===== src/rtl/div_seq_ctrl.sv =====
// Iterative radix-2 restoring divider sequencer for DIV/DIVU/REM/REMU beside the execute stage.
// Optional build macro DIV_EARLY_OUT_EN skips the dividend's leading zeros before iterating.
module div_seq_ctrl #(
  parameter int XLEN  = 32,
  parameter int CNT_W = 6
) (
  input  logic            rst_n,
  input  logic            clk,
  input  logic            div_req_i,
  input  logic [1:0]      div_ops_i,
  input  logic [XLEN-1:0] operand_1_i,
  input  logic [XLEN-1:0] operand_2_i,
  input  logic            kill_i,
  input  logic            ready_i,
  output logic            div_stall_o,
  output logic            div_busy_o,
  output logic            div_valid_o,
  output logic [XLEN-1:0] div_result_o
);

  typedef enum logic [2:0] {IDLE, PREP, ITER, FIXUP, DONE} state_t;

  state_t            state_q, state_d;
  logic [1:0]        op_q, op_d;
  logic [XLEN-1:0]   op1_q, op1_d, op2_q, op2_d;
  logic [XLEN-1:0]   divisor_q, divisor_d;
  logic [XLEN-1:0]   rem_q, rem_d, quo_q, quo_d;
  logic [XLEN-1:0]   result_q, result_d;
  logic [CNT_W-1:0]  cnt_q, cnt_d;
  logic              q_neg_q, q_neg_d, r_neg_q, r_neg_d;

  logic              signed_op;
  logic [XLEN-1:0]   abs1, abs2, q_fix, r_fix;
  logic [XLEN:0]     rem_ext, trial;

`ifdef DIV_EARLY_OUT_EN
  logic [CNT_W-1:0]  lz;

  function automatic logic [CNT_W-1:0] count_lz(input logic [XLEN-1:0] v);
    logic [CNT_W-1:0] n;
    logic             seen;
    n    = '0;
    seen = 1'b0;
    for (int i = XLEN - 1; i >= 0; i--) begin
      if (v[i]) seen = 1'b1;
      else if (!seen) n = n + 1'b1;
    end
    return n;
  endfunction
`endif

  always_comb begin
    state_d   = state_q;
    op_d      = op_q;
    op1_d     = op1_q;
    op2_d     = op2_q;
    divisor_d = divisor_q;
    rem_d     = rem_q;
    quo_d     = quo_q;
    result_d  = result_q;
    cnt_d     = cnt_q;
    q_neg_d   = q_neg_q;
    r_neg_d   = r_neg_q;

    // DIV and REM (op bit 0 clear) are the signed flavours
    signed_op = ~op_q[0];
    abs1      = (signed_op && op1_q[XLEN-1]) ? -op1_q : op1_q;
    abs2      = (signed_op && op2_q[XLEN-1]) ? -op2_q : op2_q;
    rem_ext   = {rem_q, quo_q[XLEN-1]};
    trial     = rem_ext - {1'b0, divisor_q};
    q_fix     = (signed_op && q_neg_q) ? -quo_q : quo_q;
    r_fix     = (signed_op && r_neg_q) ? -rem_q : rem_q;
`ifdef DIV_EARLY_OUT_EN
    lz        = count_lz(abs1);
`endif

    case (state_q)
      IDLE: begin
        if (div_req_i && !kill_i) begin
          op_d    = div_ops_i;
          op1_d   = operand_1_i;
          op2_d   = operand_2_i;
          state_d = PREP;
        end
      end
      PREP: begin
        q_neg_d   = signed_op & (op1_q[XLEN-1] ^ op2_q[XLEN-1]);
        r_neg_d   = signed_op & op1_q[XLEN-1];
        divisor_d = abs2;
        rem_d     = '0;
`ifdef DIV_EARLY_OUT_EN
        quo_d     = abs1 << lz;
        cnt_d     = CNT_W'(XLEN) - lz;
`else
        quo_d     = abs1;
        cnt_d     = CNT_W'(XLEN);
`endif
        state_d   = ITER;
        if (op2_q == '0) begin
          result_d = op_q[1] ? op1_q : '1;
          state_d  = DONE;
        end else if (signed_op && op1_q == {1'b1, {(XLEN-1){1'b0}}} && op2_q == '1) begin
          result_d = op_q[1] ? '0 : op1_q;
          state_d  = DONE;
        end
`ifdef DIV_EARLY_OUT_EN
        else if (abs1 == '0) begin
          result_d = '0;
          state_d  = DONE;
        end
`endif
      end
      ITER: begin
        // A non-negative trial (no borrow into bit XLEN) means the divisor fits
        if (!trial[XLEN]) begin
          rem_d = trial[XLEN-1:0];
          quo_d = {quo_q[XLEN-2:0], 1'b1};
        end else begin
          rem_d = rem_ext[XLEN-1:0];
          quo_d = {quo_q[XLEN-2:0], 1'b0};
        end
        cnt_d = cnt_q - 1'b1;
        if (cnt_q == CNT_W'(1)) state_d = FIXUP;
      end
      FIXUP: begin
        result_d = op_q[1] ? r_fix : q_fix;
        state_d  = DONE;
      end
      DONE: begin
        if (ready_i) state_d = IDLE;
      end
      default: state_d = IDLE;
    endcase

    if (kill_i && state_q != IDLE) state_d = IDLE;
  end

  always_ff @(posedge clk or negedge rst_n) begin
    if (!rst_n) begin
      state_q   <= IDLE;
      op_q      <= '0;
      op1_q     <= '0;
      op2_q     <= '0;
      divisor_q <= '0;
      rem_q     <= '0;
      quo_q     <= '0;
      result_q  <= '0;
      cnt_q     <= '0;
      q_neg_q   <= 1'b0;
      r_neg_q   <= 1'b0;
    end else begin
      state_q   <= state_d;
      op_q      <= op_d;
      op1_q     <= op1_d;
      op2_q     <= op2_d;
      divisor_q <= divisor_d;
      rem_q     <= rem_d;
      quo_q     <= quo_d;
      result_q  <= result_d;
      cnt_q     <= cnt_d;
      q_neg_q   <= q_neg_d;
      r_neg_q   <= r_neg_d;
    end
  end

  assign div_busy_o   = (state_q != IDLE);
  assign div_valid_o  = (state_q == DONE);
  assign div_result_o = result_q;
  assign div_stall_o  = (state_q == IDLE && div_req_i && !kill_i) ||
                        state_q == PREP || state_q == ITER || state_q == FIXUP ||
                        (state_q == DONE && !ready_i);

endmodule


===== config.mk =====
export PLATFORM = sky130hd
export DESIGN_NAME = div_seq_ctrl
export DESIGN_NICKNAME = d
export VERILOG_FILES = /design/src/rtl/div_seq_ctrl.sv
export SDC_FILE = /design/constraint.sdc
export NUM_CORES = 1
export LEC_CHECK = 0
export CAP_MARGIN = 10
export CORE_MARGIN = 1.5
export CORE_UTILIZATION = 60
export CTS_CLUSTER_DIAMETER = 50
export DETAILED_ROUTE_END_ITERATION = 8
export GPL_TIMING_DRIVEN = 0
export PLACE_DENSITY = 0.83
export SLEW_MARGIN = 20
export SYNTH_ARGS = -nofsm -noshare
export SYNTH_HDL_FRONTEND = slang
export SYNTH_SLANG_ARGS = --single-unit

===== constraint.sdc =====
create_clock -name clk -period 3.6 [get_ports clk]
set_clock_uncertainty 0.15 [all_clocks]
set_input_delay 1.08 -clock clk [delete_from_list [all_inputs] [get_ports clk]]
set_output_delay 1.08 -clock clk [all_outputs]
set_load 0.05 [all_outputs]

# After elaboration in Yosys (flattened, before gate mapping)

Index checks and enable logic that the tools add are counted.

Input bits: 71
Output and inout port bits: 35
Logic and storage cells: 79
Flip-flop bits (word level): 205

Add/sub/neg operators: 6
Bitwise gates (word level): 4
Equality and inequality tests: 11
Mux-type cells: 22
Reduce and logical (&&, ||, !) cells: 25

Operator list:

| operator                                              | number |
|---|---|
| two-way mux 32 bit                                    | 10 |
| case mux 32 bit (2 select lines)                      | 3 |
| negation 32 bit                                       | 4 |
| == test 32 bit, second input constant                 | 2 |
| subtractor 33 x 32 -> 33 bit                          | 1 |
| logical NOT 32 bit                                    | 1 |
| two-way mux 3 bit                                     | 6 |
| case mux 3 bit (5 select lines)                       | 1 |
| case mux 6 bit (2 select lines)                       | 1 |
| logical AND 1 bit                                     | 11 |
| inequality test 3 bit, second input constant          | 3 |
| == test 3 x 2 -> 1 bit, second input constant         | 2 |
| == test 6 x 1 -> 1 bit, second input constant         | 1 |
| subtractor 6 x 1 -> 6 bit, second input constant      | 1 |
| logical OR 1 bit                                      | 4 |
| AND reduction 2 bit                                   | 2 |
| nonzero test 2 bit                                    | 2 |
| == test 3 x 1 -> 1 bit, second input constant         | 1 |
| == test 3 bit, second input constant                  | 1 |
| logical NOT 3 bit                                     | 1 |
| inequality test 3 x 2 -> 1 bit, second input constant | 1 |
| AND reduction 3 bit                                   | 1 |
| nonzero test 3 bit                                    | 1 |
| AND 1 bit                                             | 2 |
| 4 further kinds                                       | 5 |

# Longest topological paths before layout

Depth after elaboration: 7
Depth in mapped cells: 14
Depth with buffers taken out: 12

# Worst setup path before layout

No wires, ideal clock.

Path kind: register to output
Start: register state_q[1]
End: output port div_stall_o
Setup slack: -0.353 ns
Data required time: 2.370 ns
Arrival time: 2.723 ns
Cell stages (with the launch flop): 8
Path buffers: 4
Cell sequence: dfrtp_1 -> clkbuf_1 -> or3_1 -> or3b_2 -> clkbuf_1 -> clkbuf_1 -> clkbuf_1 -> o211ai_1

Longest elaborated chain between the ends: 7
Elaborated cells on any way between the ends: 12
Classes of those cells: 4 x eq/ne; 8 x reduce/logical

Ends and longest elaborated chain:

| item                           | line | RTL |
|---|---|---|
| start: declaration             | 23   | `state_t state_q, state_d;` |
| start signal: assignment       | 152  | `state_q <= state_d;` |
| logical NOT 3 bit              | 169  | `assign div_stall_o = (state_q == IDLE && div_req_i && !kill_i) \|\|` |
| logical AND 1 bit (2 in a row) | 169  |  |
| logical OR 1 bit               | 169  |  |
| logical OR 1 bit (2 in a row)  | 170  | `state_q == PREP \|\| state_q == ITER \|\| state_q == FIXUP \|\|` |
| logical OR 1 bit (*)           | 170  |  |
| end: declaration               | 15   | `output logic div_stall_o,` |

Mark *: on every way between the ends. The rest lies on a longest branch, timed or not.

# Worst setup path in the final report

Ends and elaborated chain as after synthesis.

==> summary.txt <==
result of the run -> complete, no violations
Maximum Capacitance Violations -> 0
initial antenna violation count -> 0
share of the synthesized area in the top cell type -> 38.7%
1st-iter DRT viols -> 1,314
setup-violating endpoint count in the final report -> 0
hold_buf cts -> 0
DRT antenna net count -> 0
wirelength, routed -> 40,000 µm
global route total overflow -> 0
total power density per cell area -> 1010 mW/mm²
Die X -> 152 µm
Cell Area, Synth -> 0.0132 mm²
end point of the critical path -> div_stall_o
beginning of the worst register-to-register path -> quo_q[31]
maximum vdd drop -> 0.615 mV
dominant cells by area after synthesis -> sky130_fd_sc_hd__dfrtp_1 (39%), sky130_fd_sc_hd__o21ai_0 (6.5%), sky130_fd_sc_hd__mux2_2 (5.6%)
final hold violation count -> 0
share of synthesized flip-flops with an asynchronous set or reset -> 100%
Fmax -> 284 MHz
syn_nets -> 1,585
total number of vias -> 12,245
most numerous cell types in the synthesized netlist -> sky130_fd_sc_hd__dfrtp_1 (205), sky130_fd_sc_hd__o21ai_0 (171), sky130_fd_sc_hd__nand2_1 (126)
most common cell in the netlist -> sky130_fd_sc_hd__dfrtp_1
Diodes inserted -> 0
placed cell areas -> 0.0147 mm²
first-pass GRT wire length -> 62,400 µm
worst reg2reg endpoint -> rem_q[0]
Synthesis Warnings -> 0
maximum count of clock buffers along a single path -> 3
cell type contributing the most total cell area after synthesis -> sky130_fd_sc_hd__dfrtp_1
Worst Max-Slew Pin Slew -> 0.975 ns
area overhead of the layout relative to synthesis -> 18.8%
Initial Util -> 60.9%
Storage cell area -> 0.00513 mm²
Req. time, crit path -> 2.37 ns
mean cell area of the mapped netlist -> 8.98 µm²
global-route total usage across every layer -> 35.2%
number of synthesized flops with an enable pin -> 0
total non-filler cell area in the finished layout -> 0.0157 mm²
detail-routed net length per standard cell -> 21.0 µm
1st-pass router iterations -> 5
TritonCTS clock tree -> yes
clock latency on the worst-skew pair -> 0.54 ns
sequential-to-total area share from yosys stat -> 38.7%
leakage -> 0.00653 µW
Slew HR -> 34.8%
Setup Total Neg Slack -> 0 ns
fillcell total -> 1,649
largest net degree at the start of global routing -> 104
total chip power -> 15,900 µW
Synth cell types -> 74
CTS H-tree depth -> 1
placed wire-length estimate -> 29,400 µm
Setup Slack @ Placement -> -1.03 ns
post-route setup slack -> 0.0836 ns
number of clock buffers inserted by TritonCTS -> 25
maximum net fanout on the critical path -> 9
Period Utilization, post-route -> 97.7%
port bufs -> 105
synthesized instance count -> 1,474
total DRC errors in the routed layout -> 0
Final Max Slew Viols -> 0
number of nets in the layout -> 1,723
via count of the first global-routing pass -> 11,636
number of cells on the worst reg-to-reg path -> 14
CP endpoint kind -> output pin
Setup CP Type -> reg -> out
Core Box Area -> 0.0218 mm²
CTS sink count -> 205
top-level port count -> 106
Post-synth top flop -> sky130_fd_sc_hd__dfrtp_1
worst path arrival time -> 2.29 ns
proportion of layout cells with a drive suffix above 1 -> 11.0%
clk root buf -> sky130_fd_sc_hd__clkbuf_16
kind of start point of the critical path -> flop
setup repair after global routing missed its margin -> false
full die area -> 0.0230 mm²
internal reg-to-reg setup slack -> 0.13 ns
post-detailed-route via-to-cell ratio -> 6.41
vertical die dimension -> 152 µm
area of the multi-input gates -> 0.00764 mm²
flop and latch count out of synthesis -> 205
origin of the worst setup path -> state_q[1]
worst hold path type -> in -> async
clock edge transition at the registers on the reported setup and hold paths -> 0.06 ns
number of core rows -> 54
RD Place Congestion -> 0.940
shortest clock period the worst path allows after layout -> 3.52 ns
[through the flow]
stage	util (%)	instances	hold WS (ns)
final	72.3	1909	0.181
after global routing	72.3	1909	0.179
after CTS	71.6	1904	0.178
after detailed placement	67.7	1861	0.322
after global placement	67.4	1859	0.312
after floorplan	-	1474	0.296
[report_power, final]
part	internal (µW)	switching (µW)
clock	1440	1010
combinational	3590	5140
sequential	3340	1420
[how the worst min path moves through the flow]
stage               slack [ns]  depth (start not counted)            end     startpoint
floorplan                 0.30                          1       cnt_q[5]       cnt_q[5]
global placement          0.31                          2  divisor_q[17]  divisor_q[17]
detailed placement        0.32                          2   divisor_q[2]   divisor_q[2]
CTS                       0.18                          1      rem_q[18]          rst_n
global route              0.18                          1      rem_q[15]          rst_n
finish                    0.18                          1      rem_q[18]          rst_n
[flip-flops by register name (all words and copies together), names as in the netlist]
register,count
state_q,3
q_neg_q,1
r_neg_q,1
cnt_q,6
op1_q,32
op2_q,32
quo_q,32
rem_q,32
op_q,2
divisor_q,32
div_result_o,32
[worst max-delay path, cell delays in order (launching register included)]
cell and delay (ns):
sky130_fd_sc_hd__dfrtp_2 0.47, sky130_fd_sc_hd__or3_4 0.42, sky130_fd_sc_hd__or3b_4 0.40, sky130_fd_sc_hd__clkbuf_16 0.16, sky130_fd_sc_hd__o211ai_1 0.07, sky130_fd_sc_hd__buf_4 0.22
[metal layers]
metal | part of all wire (%) | track usage (%)
met5 | 0 | 0
met4 | 3.8 | 13.0
met3 | 9.0 | 5.15
met2 | 44 | 54.2
met1 | 43 | 50.5
[cells by family (layout without fill, tap and decap cells)]
logic type | after synthesis | after routing | synth area share [%]
AOI/OAI and AO/OA | 454 | 454 | 21.2
xor gates and xnor gates | 138 | 138 | 9.13
adders and majority gates | 40 | 40 | 3.84
buffers and inverters | 149 | 304 | 4.52
DFF | 205 | 205 | 38.7
muxes | 94 | 94 | 7.73
and+or+nand+nor | 394 | 394 | 14.9
[cell type report]
cell class	instances	area share (%)
multi-input cells	1120	48.6
flip-flops and latches	205	32.7
repair buffers	118	7.56
clock buffers	34	4.45
plain buffers	78	2.37
well taps	280	2.23
inverters	64	1.53
clock inverters	10	0.644
[timing repair]
item | CTS | global route
gates resized for setup | 14 | 34
endpoints found under the setup margin | 66 | 59
buffers inserted | 5 | 6
pin swaps | 3 | 7
[placed cells by master, fill, tap and decap left out, types with 17 or more instances in the layout]
cell,netlist,final
sky130_fd_sc_hd__nor3_1,29,29
sky130_fd_sc_hd__nor2_1,86,86
sky130_fd_sc_hd__a21oi_1,88,86
sky130_fd_sc_hd__xor2_1,61,61
sky130_fd_sc_hd__o31ai_1,28,28
sky130_fd_sc_hd__o21ai_0,171,170
sky130_fd_sc_hd__clkbuf_1,67,62
sky130_fd_sc_hd__mux2i_1,28,28
sky130_fd_sc_hd__nand2b_1,18,17
sky130_fd_sc_hd__dfrtp_1,205,201
sky130_fd_sc_hd__clkbuf_16,0,26
sky130_fd_sc_hd__xnor2_1,77,77
sky130_fd_sc_hd__nand2_1,126,125
sky130_fd_sc_hd__a22oi_1,37,37
sky130_fd_sc_hd__ha_1,39,31
sky130_fd_sc_hd__clkdlybuf4s50_1,0,101
sky130_fd_sc_hd__inv_1,64,64
sky130_fd_sc_hd__mux2_2,66,66
sky130_fd_sc_hd__o211ai_1,24,24
sky130_fd_sc_hd__nand3_1,28,28
(Power assumes the default switching activity.)
